## config.mk

```make
export PLATFORM = sky130hd
export DESIGN_NAME = intersection_scheduler
export DESIGN_NICKNAME = d
export VERILOG_FILES = /design/src/rtl/intersection_scheduler.sv
export SDC_FILE = /design/constraint.sdc
export NUM_CORES = 1
export LEC_CHECK = 0
export ABC_AREA = 1
export CORE_AREA = 8 8 85 87
export DETAILED_ROUTE_END_ITERATION = 8
export DIE_AREA = 0 0 93 95
export GPL_TIMING_DRIVEN = 0
export PLACE_DENSITY = 0.49
export SETUP_SLACK_MARGIN = 0.05
export SYNTH_ARGS = -nofsm -noshare
export SYNTH_HDL_FRONTEND = slang
export SYNTH_SLANG_ARGS = --single-unit
```

## constraint.sdc

```tcl
create_clock -name clk -period 4.7 [get_ports clk]
set_input_delay 0.47 -clock clk [delete_from_list [all_inputs] [get_ports clk]]
set_output_delay 0.47 -clock clk [all_outputs]
set_load 0.1 [all_outputs]
```

## src/rtl/intersection_scheduler.sv

```systemverilog
// Purpose: four-approach traffic phase scheduler, round-robin green, yellow/all-red clearance, pedestrian walk.
// Latency: all outputs registered; a decision taken on a clk edge is visible on the lamps right after that edge.
// Backpressure: none; req is a level and ped_bt a latched press, so demand waits in place until its decision point.
// Ports: clk/rst (async active-low) | req[3:0] vehicle demand | ped_bt async button
//        light[11:0] R/Y/G one-hot per approach (bits 3i+2:3i) | walk | grant served index | phase current state
module intersection_scheduler #(
  parameter int CNT_W       = 8,
  parameter int T_GREEN_MIN = 4,
  parameter int T_GREEN_MAX = 12,
  parameter int T_YELLOW    = 3,
  parameter int T_ALLRED    = 2,
  parameter int T_WALK      = 6
) (
  input  logic        clk,
  input  logic        rst,
  input  logic [3:0]  req,
  input  logic        ped_bt,
  output logic [11:0] light,
  output logic        walk,
  output logic [1:0]  grant,
  output logic [1:0]  phase
);

  typedef enum logic [1:0] {
    ST_ALL_RED  = 2'd0,
    ST_GREEN    = 2'd1,
    ST_YELLOW   = 2'd2,
    ST_PED_WALK = 2'd3
  } state_t;

  // Green counts far enough to evaluate both the min and max thresholds.
  localparam int G_SAT_I = (T_GREEN_MAX > T_GREEN_MIN) ? T_GREEN_MAX : T_GREEN_MIN;

  localparam logic [CNT_W-1:0] AR_LAST   = CNT_W'(T_ALLRED - 1);
  localparam logic [CNT_W-1:0] GMIN_LAST = CNT_W'(T_GREEN_MIN - 1);
  localparam logic [CNT_W-1:0] GMAX_LAST = CNT_W'(T_GREEN_MAX - 1);
  localparam logic [CNT_W-1:0] G_SAT     = CNT_W'(G_SAT_I - 1);
  localparam logic [CNT_W-1:0] Y_LAST    = CNT_W'(T_YELLOW - 1);
  localparam logic [CNT_W-1:0] W_LAST    = CNT_W'(T_WALK - 1);

  localparam logic [2:0]  LAMP_R    = 3'b001;
  localparam logic [2:0]  LAMP_Y    = 3'b010;
  localparam logic [2:0]  LAMP_G    = 3'b100;
  localparam logic [11:0] LIGHT_RST = 12'b001001001001;

  state_t           state_q, state_d;
  logic [CNT_W-1:0] cnt_q, cnt_d, cnt_lim;
  logic [1:0]       grant_q, grant_d;
  logic [11:0]      light_q, light_d;
  logic             walk_q, walk_d;
  logic             ped_pend_q, ped_pend_d;
  logic             ped_last_q, ped_last_d;
  logic [2:0]       sync_q, sync_d;   // [0],[1] synchroniser, [2] edge-detect history

  logic       any_req;
  logic       competing;
  logic       ped_edge;
  logic       ped_clr;
  logic       found;
  logic [1:0] cand;
  logic [1:0] next_grant;

  assign any_req   = |req;
  assign ped_edge  = sync_q[1] & ~sync_q[2];
  assign competing = (|(req & ~(4'b0001 << grant_q))) | ped_pend_q;

  // Round-robin search: grant+1, grant+2, grant+3, then grant itself.
  always_comb begin
    next_grant = grant_q;
    found      = 1'b0;
    cand       = grant_q;
    for (int k = 1; k <= 4; k++) begin
      cand = grant_q + 2'(k);
      if (!found && req[cand]) begin
        next_grant = cand;
        found      = 1'b1;
      end
    end
  end

  always_comb begin
    state_d    = state_q;
    grant_d    = grant_q;
    ped_last_d = ped_last_q;
    ped_clr    = 1'b0;
    sync_d     = {sync_q[1:0], ped_bt};

    case (state_q)
      ST_ALL_RED: begin
        if (cnt_q >= AR_LAST) begin
          // ped_last yields to waiting vehicles so walks never run back to back.
          if (ped_pend_q && !(ped_last_q && any_req)) begin
            state_d    = ST_PED_WALK;
            ped_clr    = 1'b1;
            ped_last_d = 1'b1;
          end else if (any_req) begin
            state_d    = ST_GREEN;
            grant_d    = next_grant;
            ped_last_d = 1'b0;
          end
        end
      end
      ST_GREEN: begin
        if ((cnt_q >= GMIN_LAST && !req[grant_q]) ||
            (cnt_q >= GMAX_LAST && competing)) begin
          state_d = ST_YELLOW;
        end
      end
      ST_YELLOW: begin
        if (cnt_q >= Y_LAST) state_d = ST_ALL_RED;
      end
      ST_PED_WALK: begin
        if (cnt_q >= W_LAST) state_d = ST_ALL_RED;
      end
      default: state_d = ST_ALL_RED;
    endcase

    case (state_q)
      ST_ALL_RED: cnt_lim = AR_LAST;
      ST_GREEN:   cnt_lim = G_SAT;
      ST_YELLOW:  cnt_lim = Y_LAST;
      default:    cnt_lim = W_LAST;
    endcase

    if (state_d != state_q) begin
      cnt_d = '0;
    end else if (cnt_q < cnt_lim) begin
      cnt_d = cnt_q + CNT_W'(1);
    end else begin
      cnt_d = cnt_q;
    end

    // A new press wins over the clear on walk entry.
    ped_pend_d = ped_edge | (ped_pend_q & ~ped_clr);

    // Lamps are decoded from the next state so they leave the flop with it.
    walk_d = (state_d == ST_PED_WALK);
    for (int i = 0; i < 4; i++) begin
      light_d[3*i +: 3] = LAMP_R;
      if (grant_d == 2'(i)) begin
        if (state_d == ST_GREEN) begin
          light_d[3*i +: 3] = LAMP_G;
        end else if (state_d == ST_YELLOW) begin
          light_d[3*i +: 3] = LAMP_Y;
        end
      end
    end
  end

  always_ff @(posedge clk or negedge rst) begin
    if (!rst) begin
      state_q    <= ST_ALL_RED;
      cnt_q      <= '0;
      grant_q    <= 2'd3;
      light_q    <= LIGHT_RST;
      walk_q     <= 1'b0;
      ped_pend_q <= 1'b0;
      ped_last_q <= 1'b0;
      sync_q     <= '0;
    end else begin
      state_q    <= state_d;
      cnt_q      <= cnt_d;
      grant_q    <= grant_d;
      light_q    <= light_d;
      walk_q     <= walk_d;
      ped_pend_q <= ped_pend_d;
      ped_last_q <= ped_last_d;
      sync_q     <= sync_d;
    end
  end

  assign light = light_q;
  assign walk  = walk_q;
  assign grant = grant_q;
  assign phase = state_q;

endmodule

```

==> results of run 1 <==
==> per-layer routing <==
| layer | up-vias | part of all wire, % | GRT usage (%) |
|---|---|---|---|
| met1 | 673 | 50 | 12.69 |
| met5 | - | 0 | 0 |
| met4 | 0 | 1.5 | 4.027 |
| li1 | 790 | - | - |
| met3 | 7 | 3.5 | 2.460 |
| met2 | 21 | 44 | 15.21 |
==> cell families after synthesis <==
group / count (synthesis) / synth area share (%)
AO/OA/AOI/OAI: 12 / 3.793
XOR/XNOR: 2 / 0.9316
adder cells (fa/ha/maj): 18 / 11.98
flip-flops: 30 / 40.32
buffers and inverters: 43 / 8.716
AND/OR/NAND/NOR: 129 / 34.26
==> path summary, 6_finish.rpt <==
| check | end | slack, ns | cells after the start |
|---|---|---|---|
| setup / recovery | grant[0] | 2.14 | 1 |
| hold / removal | cnt_q[4] | 0.24 | 1 |
| setup reg to reg | light[8] | 2.42 | 13 |
| hold reg to reg | sync_q[1] | 0.35 | 0 |
| max in group asynchronous | light[10] | 4.03 | 1 |
| min in group clk | sync_q[1] | 0.35 | 0 |
==> state kept, by name (all words and copies together), names as in the netlist <==
| register | count |
|---|---|
| cnt_q | 8 |
| grant | 2 |
| light | 12 |
| ped_last_q | 1 |
| ped_pend_q | 1 |
| phase | 2 |
| sync_q | 3 |
| walk | 1 |
==> placed cells by master (no fill, tap or decap) <==
master and count:
sky130_fd_sc_hd__nor3b_1 1, sky130_fd_sc_hd__o21bai_1 1, sky130_fd_sc_hd__nor2_1 24, sky130_fd_sc_hd__clkdlybuf4s50_1 22, sky130_fd_sc_hd__xor2_1 2, sky130_fd_sc_hd__o21ai_2 1
sky130_fd_sc_hd__inv_4 1, sky130_fd_sc_hd__o21ai_0 4, sky130_fd_sc_hd__nand2_2 12, sky130_fd_sc_hd__buf_2 1, sky130_fd_sc_hd__o21a_1 1, sky130_fd_sc_hd__nand3_1 27
sky130_fd_sc_hd__clkbuf_1 3, sky130_fd_sc_hd__inv_2 4, sky130_fd_sc_hd__dfstp_2 6, sky130_fd_sc_hd__ha_1 18, sky130_fd_sc_hd__o211ai_1 1, sky130_fd_sc_hd__nand2_1 47
sky130_fd_sc_hd__o21ai_1 2, sky130_fd_sc_hd__nor2_4 1, sky130_fd_sc_hd__nor2_2 1, sky130_fd_sc_hd__nand4_1 5, sky130_fd_sc_hd__a21oi_1 2, sky130_fd_sc_hd__dfrtp_1 24
sky130_fd_sc_hd__nor3_2 2, sky130_fd_sc_hd__nor3_1 1, sky130_fd_sc_hd__inv_1 38, sky130_fd_sc_hd__nand3_2 3, sky130_fd_sc_hd__nand2_4 5, sky130_fd_sc_hd__clkbuf_8 5
==> synthesized netlist by cell type, drive strengths merged, types with 2 or more instances <==
master  number
dfstp        6
o21ai        7
nand2       64
ha          18
xor2         2
a21oi        2
nand3       30
nand4        5
nor3         3
dfrtp       24
nor2        26
inv         43
==> cell type report <==
type,count,area [um2]
Tap cell,75,93.84
Multi-Input combinational cell,161,958.4
Clock buffer,8,80.08
Fill cell,632,3536
Timing Repair Buffer,23,225.2
Sequential cell,30,758.2
Inverter,43,163.9
==> stage by stage <==
step                worst slack, ns  hold WS [ns]  utilization (%)  area (um2)  instances
floorplan                     2.041        0.1744                -        1881        234
global placement              2.229        0.3351            37.91        2205        332
detailed placement            2.236        0.3358            37.91        2205        332
CTS                           2.135        0.3499            39.29        2285        340
global route                  2.092        0.2777            39.20        2280        340
finish                        2.143        0.2382            39.20        2280        340
==> flow_summary_export.csv, run 1 <==
group,metric,value,unit
setup_path,cp_num_buf_inv,1,
clocking,worstSkewPairLatency,0.27,ns
sta,finalWorstPathRequiredPeriod,2.557,ns
setup_path,timing.rr.start,"grant[0]",
placement,dp_hpwl,3134,um
grt,grt_pass1_wl,6948,um
setup_path,timing_worst_setup_path_type,"flip-flop to output port",
setup_path,worstPathMaxFanout,10,
grt,gr-usage-all-layers,9.797,%
clocking,clock_tree.buffer_depth,2,
route,route.antenna.remaining_nets,0,
setup_path,critPathLaunch,"grant[0]",
clocking,clkSinkCount,30,
placement,placement.io_buffers,23,
sta,hold_viol,0,
clocking,tritoncts_clock_tree,"built",
route,detail_routed_via_count_per_cell,4.385,
sta,fin_skew,0.006645,ns
yosys,synthesized_net_count,259,
sta,max_freq,0.3910,GHz
grt,grt_antenna_before_repair,0,
yosys,post_synth_edffs,0,
yosys,synth.area.top_cells,"sky130_fd_sc_hd__dfrtp_1 (32%), sky130_fd_sc_hd__ha_1 (12%), sky130_fd_sc_hd__nand2_1 (9.4%)",
floorplanning,core_area,5816,um2
yosys,syn-mean-instance-area,8.037,um2
run_status,result_of_the_run,"completed",
route,num_vias,1491,
setup_path,timing.critical_path.from_type,"flip-flop",
yosys,ys_async_sr_fraction,100.0,%
yosys,postSynth.topFlopCell,"sky130_fd_sc_hd__dfrtp_1",
yosys,synth_seq_area_share,40.32,%
yosys,synthDominantCellAreaShare,31.94,%
route,dr.first_iter.drc_count,50,
yosys,postSynthCellCount,234,
yosys,ys_ff_latch,30,
route,detail_route.wl_per_cell,11.62,um
setup_path,critPathMaxStageDelay,1.18,ns
setup_path,critical_path.cell_chain,"clkdlybuf4s50_1",
setup_path,critical_path.top_delay_family,"buffers and inverters",
floorplanning,dieHeight,95,um
clocking,root_buffer,"sky130_fd_sc_hd__clkbuf_8",
route,detail_route.drc_violations,0,
floorplanning,die_area,8835,um2
floorplanning,core.rowCount,28,
setup_path,worst_path_max_delay_cell,"sky130_fd_sc_hd__clkdlybuf4s50_1",
placement,gp_congestion,0.7439,
setup_path,crit_path_end_kind,"output port",
setup_path,data_arrival_critical_path,2.09,ns
grt,grt_overflow,0,
sta,finalSetupTns,0,ns
clocking,cts_repair_resize_count,0,
yosys,synthesis.area,1881,um2
yosys,synth_top_area_cell,"sky130_fd_sc_hd__dfrtp_1",
sta,post-route-period-util,54.41,%
sta,setup_viol,0,
cells_and_area,drive_gt1_share,15.85,%
setup_path,worst_ep_required_time,4.23,ns
clocking,cts_inserted_buffers,5,
route,routed_wirelength,3952,um
floorplanning,io-pin-count,24,
grt,grt_start_max_net_pins,31,
clocking,h-tree-depth,2,
sta,unrepaired_setup_endpoints_after_global_routing,"no",
run,timing.max_cap.violations,0,
sta,final-max-slew-violation-count,0,
clocking,post_cts.repair.setup_buffers,0,
clocking,hold_buffers,0,
sta,tightestPinTransition,0.9791,ns
yosys,synth_cell_types,26,
floorplanning,initial_utilization,32.34,%
grt,number_of_global_route_vias_before_repair,1491,
sta,max-slew-margin-rel,34.53,%
cells_and_area,final_nets,289,
cells_and_area,ant_cells,0,
floorplanning,die_x,93,um
min_path,hold_path.class,"input port to asynchronous set/reset pin",
cells_and_area,flow.area_growth_from_synthesis,21.22,%
clocking,cts.clk_slew.worst_paths,0.06,ns
route,drt-pass1-iter-count,4,
yosys,synth-warning-count,0,
Power of run 1 is left out: the tool's default activity adds up to more than one toggle a clock period on the data nets, which glitch-free logic cannot reach.
==> inputs of run 2 (changes only) <==
PLACE_DENSITY = 0.51   (was 0.49)
clock period = 2.1 ns   (was 4.7 ns; I/O delays follow)
==> run 2 against run 1 <==
Effect of this change:
- the run now ends with negative hold slack left
- die area unchanged
- sequential share of layout area shrank 4.2 points
- non-clock buffer count is 13 higher
- flip-flop and latch count unchanged
- cell area grew 17%
- global-route usage increased by 0.46 points
- critical path type is now flip-flop to flip-flop
- largest cell class unchanged
==> flow_summary_export.csv, run 2 (synthesized netlist as in run 1, its figures left out) <==
group,metric,value,unit
grt,grt_antenna_before_repair,0,
floorplanning,core.rowCount,28,
floorplanning,core_area,5816,um2
cells_and_area,multiInputGateArea,1145,um2
setup_path,worst_ep_required_time,2.28,ns
sta,fin_hold_ws,-0.03978,ns
setup_path,crit_path_end_kind,"flip-flop",
floorplanning,initial_utilization,32.34,%
clocking,root_buffer,"sky130_fd_sc_hd__clkbuf_8",
sta,finalWorstPathRequiredPeriod,2.066,ns
route,detail_routed_via_count_per_cell,4.524,
route,dr.first_iter.drc_count,89,
setup_path,timing.critical_path.from_type,"flip-flop",
grt,grt_pass1_wl,7272,um
setup_path,crit-reg2reg-capture,"light[5]",
clocking,cts.clk_slew.worst_paths,0.07,ns
clocking,h-tree-depth,2,
cells_and_area,final_cell_mix,"sky130_fd_sc_hd__nand2_1 (41), sky130_fd_sc_hd__inv_1 (30), sky130_fd_sc_hd__nand3_1 (21), sky130_fd_sc_hd__dfrtp_1 (20), sky130_fd_sc_hd__nand2_2 (16)",
setup_path,worstPathMaxFanout,8,
clocking,hold_buffers,0,
clocking,clock_tree.buffer_depth,2,
min_path,hold_path.class,"input port to asynchronous set/reset pin",
setup_path,worst_path_max_delay_cell,"sky130_fd_sc_hd__dfstp_4",
sta,tightestPinTransition,0.9784,ns
grt,grt_start_max_net_pins,31,
route,num_vias,1597,
floorplanning,io-pin-count,24,
setup_path,worst-r2r-cell-count,13,
grt,gr-usage-all-layers,10.25,%
cells_and_area,final_nets,302,
setup_path,timing.rr.start,"grant[0]",
route,detail_route.wl_per_cell,12.48,um
setup_path,critical_path.cell_chain,"inv_8, ha_4, inv_2, nand3_4, nand2_4, nor2_4, nand2_2, nand2_2, nor2_2, nand2_2, nand2_4, nand2_2, nor2_1",
sta,final.setup.worst_slack,0.03421,ns
route,drt-pass1-iter-count,4,
cells_and_area,largest_register_ff_count,12,
grt,number_of_global_route_vias_before_repair,1578,
setup_path,critPathMaxStageDelay,0.68,ns
cells_and_area,ant_cells,0,
cells_and_area,num-fill-cells,616,
clocking,tritoncts_clock_tree,"built",
floorplanning,die_x,93,um
route,routed_wirelength,4406,um
run_status,failed_checks,"negative hold slack",
setup_path,reg2reg_slack,0.03,ns
cells_and_area,commonest_non_fill_non_tap_cell_in_the_layout,"sky130_fd_sc_hd__nand2_1",
clocking,clkSinkCount,30,
sta,unrepaired_setup_endpoints_after_global_routing,"yes",
setup_path,critical_path.most_common_cell,"sky130_fd_sc_hd__nand2_2",
setup_path,critPathLaunch,"grant[0]",
cells_and_area,finish.utilization,45.85,%
sta,max_freq,0.4841,GHz
run_status,result_of_the_run,"complete, but fails checks",
floorplanning,die_area,8835,um2
setup_path,timing_worst_setup_path_type,"flip-flop to flip-flop",
sta,fin_skew,0.009066,ns
route,route.antenna.remaining_nets,0,
cells_and_area,regArea,775.7,um2
placement,gp_congestion,0.8258,
clocking,cts_inserted_buffers,5,
sta,max-slew-margin-rel,34.57,%
placement,dp_hpwl,3111,um
sta,post-route-period-util,98.37,%
setup_path,data_arrival_critical_path,2.24,ns
grt,grt_overflow,0,
sta,final-max-slew-violation-count,0,
route,detail_route.drc_violations,0,
floorplanning,dieHeight,95,um
cells_and_area,flow.area_growth_from_synthesis,41.78,%
run,timing.max_cap.violations,0,
clocking,worstSkewPairLatency,0.28,ns
placement,placement.io_buffers,23,
placement,preCtsSetupSlack,-0.1714,ns
sta,setup_viol,0,
sta,hold_viol,24,
cells_and_area,drive_gt1_share,37.41,%
==> run 2: worst max path at each step <==
stage | cells after the start | slack (ns) | end
2_1_floorplan | 13 | -0.01 | light[1]
3_3_place_gp | 13 | -0.16 | light[11]
3_5_place_dp | 13 | -0.17 | light[11]
4_1_cts | 1 | 0.05 | grant[0]
5_1_grt | 14 | -0.1 | light[5]
6_report | 13 | 0.03 | light[5]
==> run 2: critical path, delay by kind of cell (launching register included) <==
family        cells  cell delay, ns
fa+ha+maj         1            0.29
buf+inv           2            0.12
flops             1            0.68
simple gates     10            0.84
==> run 2: layout make-up <==
| cell class | instances | share of cell area (%) |
|---|---|---|
| Multi-Input combinational cell | 161 | 42.94 |
| Clock inverter | 2 | 2.252 |
| Timing Repair Buffer | 36 | 12.20 |
| Clock buffer | 6 | 3.097 |
| Tap cell | 75 | 3.519 |
| Inverter | 43 | 6.898 |
| Sequential cell | 30 | 29.09 |
==> run 2: stage by stage <==
step	cells	area, um2	TNS (ns)
3_5_place_dp	332	2292	-0.8605
6_report	353	2666	0
4_1_cts	343	2460	0
2_1_floorplan	234	1968	-0.05371
5_1_grt	353	2666	-0.8001
3_3_place_gp	332	2292	-0.6849
==> run 2: metal layers <==
metal  share of wire [%]  track usage [%]  wire length (um)
met5                   0                0                 0
met4                 2.0            5.638                90
met3                 3.8            2.222               167
met2                  47            15.86              2049
met1                  48            13.03              2099
==> run 2: repair_timing <==
| action | CTS | global route |
|---|---|---|
| endpoints found under the setup margin | 22 | 24 |
| gates resized for setup | 14 | 35 |
| setup buffers | 3 | 10 |
| gates cloned | 0 | 0 |
| pin swaps | 6 | 14 |
Power of run 2 is left out for the same reason.
==> inputs of run 3 (changes only) <==
TNS_END_PERCENT = 5   (was default)
==> run 3 against run 2 <==
Effect of this change:
- the flow still finishes with violations (negative hold slack)
- register-to-register slack gained 0.03 ns
- die area unchanged
- critical endpoint is now light[1]
- non-clock buffer count decreased by 9
- setup slack improved by 0.027 ns
- first-iteration DRC count fell by 48%
- core utilization shrank 3.7 points
- wire length fell by 6.7%
- highest routed layer unchanged
- maximum frequency increased by 1.3%
- sequential share of layout area is 2.6 points higher
- clock-buffer cell count unchanged
- worst hold slack worse by 0.0039 ns
==> flow_summary_export.csv, run 3 (synthesized netlist as in run 1, its figures left out) <==
group,metric,value,unit
run_status,result_of_the_run,"complete, but fails checks",
run_status,failed_checks,"negative hold slack",
floorplanning,dieHeight,95,um
grt,top_usage_layer,"met2",
cells_and_area,final_nets,293,
cells_and_area,ant_cells,0,
sta,fin_hold_ws,-0.04364,ns
clocking,clkSinkCount,30,
sta,final.setup.worst_slack,0.06152,ns
floorplanning,initial_utilization,32.34,%
grt,grt_util_met1,12.65,%
floorplanning,die_area,8835,um2
run,timing.max_cap.violations,0,
placement,preCtsSetupSlack,-0.1166,ns
grt,global_route.usage.met2,15.62,%
grt,grtUsageMet3,1.984,%
clocking,worstSkewPairLatency,0.28,ns
placement,dp_hpwl,3134,um
floorplanning,die_x,93,um
grt,grt_start_max_net_pins,31,
sta,setup_viol,0,
setup_path,data_arrival_critical_path,2.20,ns
setup_path,crit_path_end_kind,"flip-flop",
route,detail_routed_via_count_per_cell,4.436,
route,detail_route.wl_per_cell,11.96,um
cells_and_area,drive_gt1_share,29.37,%
sta,unrepaired_setup_endpoints_after_global_routing,"yes",
placement,gp_congestion,0.7746,
cells_and_area,finish.utilization,42.10,%
min_path,hold_path.class,"input port to asynchronous set/reset pin",
clocking,clock_tree.buffer_depth,2,
route,drt-pass1-iter-count,4,
clocking,cts.clk_slew.worst_paths,0.07,ns
setup_path,worst_ep_required_time,2.27,ns
sta,tightestPinTransition,0.9752,ns
cells_and_area,num-fill-cells,616,
cells_and_area,largest_register_ff_count,12,
cells_and_area,final_cell_mix,"sky130_fd_sc_hd__nand2_1 (44), sky130_fd_sc_hd__inv_1 (30), sky130_fd_sc_hd__nor2_1 (23), sky130_fd_sc_hd__nand3_1 (20), sky130_fd_sc_hd__dfrtp_1 (20)",
route,detail_route.drc_violations,0,
grt,number_of_global_route_vias_before_repair,1522,
cells_and_area,flow.area_growth_from_synthesis,30.21,%
clocking,hold_buffers,0,
clocking,root_buffer,"sky130_fd_sc_hd__clkbuf_8",
cells_and_area,design_area,2449,um2
floorplanning,core.rowCount,28,
clocking,tritoncts_clock_tree,"built",
sta,max-slew-margin-rel,34.78,%
grt,grt_overflow,0,
placement,placed_area,2265,um2
placement,placement.io_buffers,23,
floorplanning,core_area,5816,um2
grt,gr-usage-all-layers,9.847,%
sta,hold_viol,24,
cells_and_area,commonest_non_fill_non_tap_cell_in_the_layout,"sky130_fd_sc_hd__nand2_1",
clocking,cts_inserted_buffers,5,
route,routed_wirelength,4113,um
sta,post-route-period-util,97.07,%
floorplanning,io-pin-count,24,
setup_path,timing.critical_path.from_type,"flip-flop",
grt,grt_antenna_before_repair,0,
sta,final-max-slew-violation-count,0,
route,num_vias,1526,
route,route.antenna.remaining_nets,0,
setup_path,timing_worst_setup_path_type,"flip-flop to flip-flop",
clocking,h-tree-depth,2,
sta,max_freq,0.4906,GHz
route,dr.first_iter.drc_count,46,
grt,grt_pass1_wl,7079,um
sta,finalWorstPathRequiredPeriod,2.038,ns
sta,fin_skew,0.006530,ns
setup_path,worstPathMaxFanout,8,
## run 3: cell count changes in the layout (fill, tap and decap cells not counted), sizes merged
cell           delta
clkinvlp          +1
buf              -10
clkinv            +1
clkbuf            +1
dlygate4sd2       -1
clkdlybuf4s15     +1
bufinv            -2
## run 3: timing repair
action,in CTS,in global routing
pin swaps,15,5
setup buffers,0,4
gates resized for setup,21,11
endpoints found under the setup margin,21,23
## run 3: final timing paths
path / startpoint / to / slack [ns] / depth (start not counted)
max: grant[0] / light[1] / 0.06 / 13
min: rst / cnt_q[3] / -0.04 / 1
max reg2reg: grant[0] / light[1] / 0.06 / 13
min reg2reg: sync_q[0] / sync_q[1] / 0.35 / 0
max in group asynchronous: rst / phase[1] / 1.67 / 1
min in group clk: sync_q[0] / sync_q[1] / 0.35 / 0
## run 3: per-layer routing
layer,wire length (um),part of all wire [%],vias up
met3,154,3.7,7
met1,2043,50,691
met4,67,1.6,0
met2,1848,45,25
li1,-,-,803
met5,0,0,-
## run 3: layout make-up
type / count / area [um2] / area share (%)
Multi-Input combinational cell: 161 / 1065 / 43.48
Sequential cell: 30 / 775.7 / 31.68
Timing Repair Buffer: 27 / 240.2 / 9.811
Inverter: 43 / 178.9 / 7.307
Tap cell: 75 / 93.84 / 3.832
Clock buffer: 6 / 82.58 / 3.373
Clock inverter: 2 / 12.51 / 0.5110
## run 3: worst max-delay path, cell delays in order (launching register included)
cell and delay (ns):
sky130_fd_sc_hd__dfstp_4 0.68, sky130_fd_sc_hd__inv_8 0.06, sky130_fd_sc_hd__ha_4 0.30, sky130_fd_sc_hd__inv_2 0.05, sky130_fd_sc_hd__nand3_2 0.05, sky130_fd_sc_hd__nand2_2 0.07
sky130_fd_sc_hd__inv_2 0.07, sky130_fd_sc_hd__nor2_2 0.04, sky130_fd_sc_hd__nand2_2 0.10, sky130_fd_sc_hd__nand2_2 0.08, sky130_fd_sc_hd__o21ai_4 0.18, sky130_fd_sc_hd__nand2_4 0.11
sky130_fd_sc_hd__nand2_2 0.08, sky130_fd_sc_hd__nor2_1 0.04
## run 3: stage by stage
| step | TNS, ns | hold slack [ns] | cells |
|---|---|---|---|
| 6_report | 0 | -0.04364 | 344 |
| 5_1_grt | -0.9295 | 0.005849 | 344 |
| 4_1_cts | 0 | 0.3552 | 340 |
| 3_5_place_dp | -0.5983 | 0.3373 | 332 |
| 3_3_place_gp | -0.8023 | 0.3350 | 332 |
| 2_1_floorplan | -0.03976 | -0.08559 | 234 |
Power of run 3 is left out for the same reason.
